`src/rtl/vend_txn_controller.sv`:
```
// vend_txn_controller: transaction sequencer between the coin acceptor and the
// vending state machine. Accumulates coin credit with saturation, latches a
// discounted price, checks funds, runs the dispense handshake, then pays out
// change or a refund.
// Optional feature: define VEND_TIMEOUT_EN to auto-refund after TIMEOUT_CYC
// idle cycles in COLLECT; without it COLLECT waits indefinitely.
module vend_txn_controller #(
    parameter int CREDIT_W    = 16,
    parameter int COIN_W      = 8,
    parameter int TIMEOUT_CYC = 1000
) (
    input  logic                clk,
    input  logic                reset_n,
    input  logic                coin_valid,
    input  logic [COIN_W-1:0]   coin_value,
    input  logic                item_req,
    input  logic [CREDIT_W-1:0] item_price,
    input  logic [CREDIT_W-1:0] discount,
    input  logic                cancel,
    input  logic                disp_ready,
    output logic                disp_valid,
    output logic                change_valid,
    output logic [CREDIT_W-1:0] change_amt,
    output logic                insufficient,
    output logic                busy,
    output logic [CREDIT_W-1:0] credit
);

    typedef enum logic [2:0] {
        IDLE     = 3'd0,
        COLLECT  = 3'd1,
        CHECK    = 3'd2,
        DISPENSE = 3'd3,
        CHANGE   = 3'd4
    } state_t;

    state_t              state_q, state_d;
    logic [CREDIT_W-1:0] credit_q, credit_d;
    logic [CREDIT_W-1:0] eff_price_q, eff_price_d;
    logic                disp_valid_q, disp_valid_d;
    logic                change_valid_q, change_valid_d;
    logic [CREDIT_W-1:0] change_amt_q, change_amt_d;
    logic                insufficient_q, insufficient_d;
    logic                busy_q, busy_d;
    logic                timeout_hit;

`ifdef VEND_TIMEOUT_EN
    localparam int TIMER_W = $clog2(TIMEOUT_CYC + 1);
    localparam logic [TIMER_W-1:0] TIMER_LAST = TIMER_W'(TIMEOUT_CYC - 1);

    logic [TIMER_W-1:0] timer_q, timer_d;

    // Idle timer: runs only while waiting in COLLECT, any coin restarts it
    always_comb begin
        timer_d = '0;
        if (state_q == COLLECT && !coin_valid) begin
            timer_d = timer_q + 1'b1;
        end
    end

    assign timeout_hit = (timer_q == TIMER_LAST) && !coin_valid;
`else
    assign timeout_hit = 1'b0;
`endif

    // Add a coin to the credit, clamping at all-ones instead of wrapping
    function automatic logic [CREDIT_W-1:0] sat_add(input logic [CREDIT_W-1:0] a,
                                                    input logic [COIN_W-1:0]   b);
        logic [CREDIT_W:0] sum;
        sum = {1'b0, a} + (CREDIT_W + 1)'(b);
        return sum[CREDIT_W] ? '1 : sum[CREDIT_W-1:0];
    endfunction

    // Discount larger than the price makes the item free rather than negative
    function automatic logic [CREDIT_W-1:0] eff_price(input logic [CREDIT_W-1:0] price,
                                                      input logic [CREDIT_W-1:0] disc);
        return (price > disc) ? (price - disc) : '0;
    endfunction

    // Next-state and next-output logic for the transaction FSM
    always_comb begin
        state_d        = state_q;
        credit_d       = credit_q;
        eff_price_d    = eff_price_q;
        disp_valid_d   = disp_valid_q;
        change_valid_d = 1'b0;
        change_amt_d   = '0;
        insufficient_d = 1'b0;
        case (state_q)
            IDLE: begin
                if (coin_valid) begin
                    credit_d = sat_add(credit_q, coin_value);
                    state_d  = COLLECT;
                end else if (item_req && credit_q == '0) begin
                    insufficient_d = 1'b1;
                end
            end
            COLLECT: begin
                // The coin lands in the same cycle as a request so CHECK sees it
                if (coin_valid) begin
                    credit_d = sat_add(credit_q, coin_value);
                end
                if (cancel) begin
                    state_d = CHANGE;
                end else if (item_req) begin
                    eff_price_d = eff_price(item_price, discount);
                    state_d     = CHECK;
                end else if (timeout_hit) begin
                    state_d = CHANGE;
                end
            end
            CHECK: begin
                if (credit_q >= eff_price_q) begin
                    disp_valid_d = 1'b1;
                    state_d      = DISPENSE;
                end else begin
                    insufficient_d = 1'b1;
                    state_d        = COLLECT;
                end
            end
            DISPENSE: begin
                // Credit was checked against eff_price, so this cannot underflow
                if (disp_ready) begin
                    credit_d     = credit_q - eff_price_q;
                    disp_valid_d = 1'b0;
                    state_d      = CHANGE;
                end
            end
            CHANGE: begin
                if (credit_q != '0) begin
                    change_valid_d = 1'b1;
                    change_amt_d   = credit_q;
                end
                credit_d = '0;
                state_d  = IDLE;
            end
            default: begin
                state_d      = IDLE;
                credit_d     = '0;
                disp_valid_d = 1'b0;
            end
        endcase
        busy_d = (state_d != IDLE);
    end

    // State and registered outputs; reset abandons any transaction in flight
    always_ff @(posedge clk or negedge reset_n) begin
        if (!reset_n) begin
            state_q        <= IDLE;
            credit_q       <= '0;
            eff_price_q    <= '0;
            disp_valid_q   <= 1'b0;
            change_valid_q <= 1'b0;
            change_amt_q   <= '0;
            insufficient_q <= 1'b0;
            busy_q         <= 1'b0;
`ifdef VEND_TIMEOUT_EN
            timer_q        <= '0;
`endif
        end else begin
            state_q        <= state_d;
            credit_q       <= credit_d;
            eff_price_q    <= eff_price_d;
            disp_valid_q   <= disp_valid_d;
            change_valid_q <= change_valid_d;
            change_amt_q   <= change_amt_d;
            insufficient_q <= insufficient_d;
            busy_q         <= busy_d;
`ifdef VEND_TIMEOUT_EN
            timer_q        <= timer_d;
`endif
        end
    end

    assign disp_valid   = disp_valid_q;
    assign change_valid = change_valid_q;
    assign change_amt   = change_amt_q;
    assign insufficient = insufficient_q;
    assign busy         = busy_q;
    assign credit       = credit_q;

endmodule
```
`config.mk`:
```
export PLATFORM = sky130hd
export DESIGN_NAME = vend_txn_controller
export DESIGN_NICKNAME = d
export VERILOG_FILES = /design/src/rtl/vend_txn_controller.sv
export SDC_FILE = /design/constraint.sdc
export NUM_CORES = 1
export LEC_CHECK = 0
export CAP_MARGIN = 20
export CELL_PAD_IN_SITES_DETAIL_PLACEMENT = 1
export CELL_PAD_IN_SITES_GLOBAL_PLACEMENT = 2
export CORE_UTILIZATION = 32
export CTS_CLUSTER_SIZE = 8
export DETAILED_ROUTE_END_ITERATION = 12
export PLACE_DENSITY_LB_ADDON = 0.1
export SKIP_LAST_GASP = 1
export SLEW_MARGIN = 5
export SYNTH_ARGS = -nofsm -noshare
export SYNTH_HDL_FRONTEND = slang
export SYNTH_SLANG_ARGS = --single-unit
```
`constraint.sdc`:
```
create_clock -name clk -period 2.6 [get_ports clk]
set_input_delay 0.39 -clock clk [delete_from_list [all_inputs] [get_ports clk]]
set_output_delay 0.39 -clock clk [all_outputs]
set_load 0.02 [all_outputs]
```
**Word-level counts from Yosys, hierarchy flattened**

Index checks and enable logic that the tools add are counted.

- Register bits: 55
- Output and inout port bits: 36
- Input port bits: 46
- Word-level logic and storage cells: 55

- Order comparisons: 2
- Bitwise gates (word level): 3
- Equality and inequality tests: 7
- Reductions and logical operators: 10
- Add/sub/neg operators: 3
- Muxes and demuxes: 22

Operators with widths:

| operator | number |
|---|---|
| $mux 16 | 6 |
| $pmux 16 s3 | 1 |
| $sub 16x16->16 | 2 |
| $add 16x8->17 | 1 |
| $ge 16x16->1 | 1 |
| $gt 16x16->1 | 1 |
| $logic_not 16->1 | 1 |
| $reduce_bool 16->1 | 1 |
| $mux 3 | 4 |
| $pmux 3 s4 | 1 |
| $reduce_and 3->1 | 3 |
| $mux 1 | 7 |
| $eq 3x2->1 const B | 2 |
| $ne 2x2->1 const B | 2 |
| $eq 3x1->1 const B | 1 |
| $eq 3x3->1 const B | 1 |
| $logic_not 3->1 | 1 |
| $not 1->1 | 3 |
| $pmux 1 s3 | 1 |
| $reduce_bool 3->1 | 1 |
| $reduce_or 3->1 | 1 |
| $mux 2 | 1 |
| $ne 2x1->1 const B | 1 |
| $pmux 1 s2 | 1 |
| 2 further kinds | 2 |

**Longest topological paths before layout**

- Word-level depth: 5
- Mapped depth: 12
- Mapped depth without buffers: 11

**Least setup slack after synthesis**

OpenSTA, ideal clock, no wires.

- Kind: reg2reg
- From: register credit_q[0], in the netlist credit[0]
- To: register credit_q[12], in the netlist credit[12]
- Period minus slack after synthesis: 2447 ps
- Required time: 2533 ps
- Path slack: 153 ps
- Library setup time: 67 ps
- Data arrival time: 2380 ps
- Buffers on the path: 0
- Cell stages (with the launch flop): 12
- Path through: dfrtp_1 -> inv_1 -> ha_1 -> inv_1 -> fa_1 -> a21o_1 -> a21oi_1 -> o21bai_1 -> a21oi_1 -> mux2i_1 -> o22a_1 -> o31a_1

- Cells in the longest elaborated chain, start to end: 4

Ends and longest elaborated chain:

| element | line | RTL |
|---|---|---|
| start: declaration | 38 | `logic [CREDIT_W-1:0] credit_q, credit_d;` |
| start signal: assignment | 162 | `credit_q <= credit_d;` |
| $add 16x8->17 | 70 | `sum = {1'b0, a} + (CREDIT_W + 1)'(b);` |
| $mux 16 | 71 | `return sum[CREDIT_W] ? '1 : sum[CREDIT_W-1:0];` |
| $mux 16 | 91, 100 |  |
| $pmux 16 s3 * | 89 | `case (state_q)` |

Mark *: on every way between the ends. The rest lies on a longest branch, timed or not. The select of a mux whose other input is x is not followed.
A chain may end at the register's enable or synchronous reset.

**Worst setup path in the final report**

- From: register credit_q[0], in the netlist credit[0]
- To: register insufficient_q, in the netlist insufficient

- Cells in the longest elaborated chain, start to end: 5

Ends and longest elaborated chain:

| element | line | RTL |
|---|---|---|
| branches (longest 4 deep; another with $ge 16x16->1) | -- |  |
| $pmux 1 s2 * | 89 |  |
| named net insufficient_d | 43 | `logic insufficient_q, insufficient_d;` |
| end signal: assignment | 167 | `insufficient_q <= insufficient_d;` |
| end: declaration | 43 |  |

Mark *: on every way through the listed nets, which the timed path passes.

==> flow_summary_export.csv <==
group,metric,value,unit
synth,synth-async-reset-ratio,1.000,
critical_path,path_class,"register to register",
sta,min_period,2.466,ns
grt,grt_max_degree,22,
placed_design,dp.cells,796,
placed_design,dp_slack,-0.2994,ns
critical_path,cpMaxStageDelayCell,"dfrtp_1",
cts,clock_latency,0.29,ns
floorplanning,core,13240,sq um
critical_path,crit_path_cell_trace,"inv_1, ha_1, inv_1, fa_2, a21o_1, a21o_1, o21ai_0, a21oi_1, o31ai_2, o2bb2ai_2, a31o_2",
grt,grt_pass1_vias,4256,
synth,ys_ff_latch,55,
power,total_power,6.864,mW
sta,setup_viol,0,
critical_path,max_stage_delay,0.40,ns
sta,max_freq,0.4055,GHz
sta,hold_viol_final,0,
final_layout,antenna_cells,0,
power,switching_share,0.4590,
synth,synthMuxAreaShare,0.002302,
final_layout,layout.nets,720,
sta,tns,0,ns
placed_design,dpl.hpwl,10470,um
critical_path,cp_top_family,"compound AO/OA/AOI/OAI gates",
power,power_frac_comb,0.688,
synth,syn_area_per_cell,8.713,sq um
placed_design,dpl-instance-area,5715,sq um
floorplanning,ios,82,
grt,grt_pass1_wl,20780,um
critical_path,arrival,2.70,ns
grt,grt_overflow_total,0,
power,power.internal,3.713,mW
cts,cts_tree,"built",
sta,slew-limit-headroom,0.5960,
routing,via_count,4105,
synth,yosysUniqueCellTypes,70,
final_layout,seqCellArea,1376,sq um
cts,ctsLongestPathBuffers,2,
routing,ant_nets,0,
sta,fin_skew,0.006332,ns
synth,synthSimpleGateAreaFrac,0.1891,
critical_path,timing.critical_path.buf_inv,2,
synth,syn_nets,588,
cts,ctsHoldBuffers,0,
synth,synth_compound_area_frac,0.2532,
grt,antenna_found_initial,0,
grt,grt_usage,0.1847,
power,p_per_area,1149,nW/um^2
synth,yosys.area_share.adder,0.1289,
floorplanning,initial_utilization,0.3283,
final_layout,stdcell_area,5972,sq um
final_layout,num-fill-cells,1594,
routing,first_pass_iters,4,
sta,holdWs,0.02003,ns
critical_path,endpoint_kind,"register",
floorplanning,die_h,118.6,um
routing,viasPerCell,5.080,
routing,wire_per_inst,15.76,um
synth,synth-xor-area-share,0.06043,
critical_path,crit_fanout,3,
routing,drt_iter0_markers,116,
power,power.switching,3.151,mW
power,seq_power_share,0.215,
run,maxCapViolations,0,
power,peakVddDrop,0.3419,mV
placed_design,place_congestion,0.8695,
final_layout,multi_input_area,2819,sq um
synth,synth_top_family_by_area,"compound AO/OA/AOI/OAI gates",
cts,cts_root_buf,"clkbuf_16",
sta,tightest_slew,0.6005,ns
synth,synthFlopType,"dfrtp_1",
placed_design,io_buffer_count,81,
floorplanning,num_rows,42,
floorplanning,die_w,118.6,um
final_layout,syn2layout_area_growth,37.35,%
power,clkPwrFrac,0.097,
synth,yosysSeqAreaShare,0.3165,
sta,rsz0062_at_grt,"no",
outcome,status,"completed",
sta,worst_slack,0.1339,ns
critical_path,required,2.84,ns
cts,clock-sinks,55,
cts,cts.reportedPaths.clkPinSlew,0.07,ns
synth,synth_edf_count,0,
routing,wl,12740,um
final_layout,finish.utilization,0.4510,
power,power.leakage,2.663,nW
synth,yosys_warnings,0,
routing,remaining_drc_errors,0,
hold_path,hold_class,"input pin to asynchronous set/reset pin",
cts,cts_buffers,5,
final_layout,drive_gt1_frac,0.1709,
synth,synth_area,4348,sq um
sta,drv_slew,0,
critical_path,rrSetupSlack,0.13,ns
synth,synthCells,499,
floorplanning,die-area,14060,sq um
critical_path,start_kind,"register",
final_layout,final_cells,808,
sta,min_period_over_period,0.9485,
cts,cts_htree_levels,2,
final cells by class:
| class | count | area share |
|---|---|---|
| multi-input cells | 393 | 0.4720 |
| flip-flops and latches | 55 | 0.2305 |
| repair buffers | 139 | 0.2137 |
| well taps | 176 | 0.03687 |
| inverters | 37 | 0.02326 |
| clock buffers | 6 | 0.02158 |
| clock inverters | 2 | 0.002095 |
cells in the final DEF (no fill, tap or decap), types with 3 or more instances in the layout:
cell type / count
a21oi_1: 32
clkdlybuf4s50_1: 78
o21bai_1: 3
inv_1: 35
a211oi_1: 8
ha_1: 39
nor2_1: 37
nand3_1: 6
a31oi_1: 8
and3_1: 3
xnor2_1: 19
xor2_1: 11
and4_1: 3
nor3_2: 3
o21ai_0: 26
nand2b_1: 5
nor2b_1: 6
a22o_1: 3
a21o_1: 14
o21a_1: 10
and2_1: 19
o31a_1: 3
o21ai_2: 13
nor4_1: 6
o32ai_1: 3
dfrtp_1: 55
nor3_1: 6
nand2_1: 47
buf_4: 56
clkbuf_16: 6
nand4_1: 5
o21ai_1: 6
registers in the layout, indices dropped and copies added, names as in the netlist:
register / cells
busy: 1
credit: 16
state_q: 3
change_valid: 1
disp_valid: 1
change_amt: 16
insufficient: 1
eff_price_q: 16
per-layer routing:
layer	up-vias	GRT usage	routed length, um
met1	1959	0.2162	5464
li1	2056	-	-
met3	15	0.02413	377
met5	-	0	0
met4	0	0.05459	220
met2	75	0.3469	6676
logic make-up after synthesis:
logic type,after synthesis
muxes,1
xor gates and xnor gates,30
and+or+nand+nor,159
adders and majority gates,43
DFF,55
AOI/OAI and AO/OA,160
buffers and inverters,51
worst reg2reg max path, cell delays in order, from the launching register on:
cell,delay [ns]
dfrtp_1,0.40
inv_1,0.09
ha_1,0.18
inv_1,0.06
fa_2,0.35
a21o_1,0.21
a21o_1,0.20
o21ai_0,0.20
a21oi_1,0.13
o31ai_2,0.21
o2bb2ai_2,0.18
a31o_2,0.19
worst paths after layout:
| path | start | cells after the start | end |
|---|---|---|---|
| min | reset_n | 1 | change_amt[1] |
| max in group asynchronous | reset_n | 2 | eff_price_q[13] |
| min reg2reg | eff_price_q[9] | 2 | eff_price_q[9] |
| min in group clk | eff_price_q[9] | 2 | eff_price_q[9] |
| max | credit[0] | 11 | insufficient |
| max reg2reg | credit[0] | 11 | insufficient |
synth_stat cells (all sizes together), types with 7 or more instances:
cell type | instances | area [sq um]
xor2 | 11 | 96.34
o21a | 10 | 75.07
nor3 | 10 | 76.33
o21ai | 45 | 274.0
a21o | 14 | 105.1
a31oi | 8 | 50.05
nor2 | 37 | 138.9
a211oi | 8 | 60.06
dfrtp | 55 | 1376
nor2b | 7 | 46.30
ha | 40 | 500.5
xnor2 | 19 | 166.4
and2 | 19 | 118.9
buf | 7 | 50.04
nand3 | 7 | 40.04
inv | 37 | 138.9
a21oi | 35 | 178.9
clkbuf | 7 | 26.28
nand2 | 47 | 176.4
power groups by stage:
stage	logic [mW]	clock network (mW)	registers, mW
2_1_floorplan	2.93	0	1.54
3_3_place_gp	4.51	0	1.48
3_5_place_dp	4.59	0	1.49
4_1_cts	4.66	0.687	1.48
5_1_grt	5.20	0.716	1.52
6_report	4.72	0.667	1.48
what timing repair did:
| item | in CTS | in global routing |
|---|---|---|
| pin swaps | 3 | 10 |
| cloned | 0 | 1 |
| setup buffers | 0 | 3 |
| gates resized for setup | 3 | 15 |
| endpoints found under the setup margin | 4 | 23 |
Note: power is estimated with default switching activity, not from simulation.
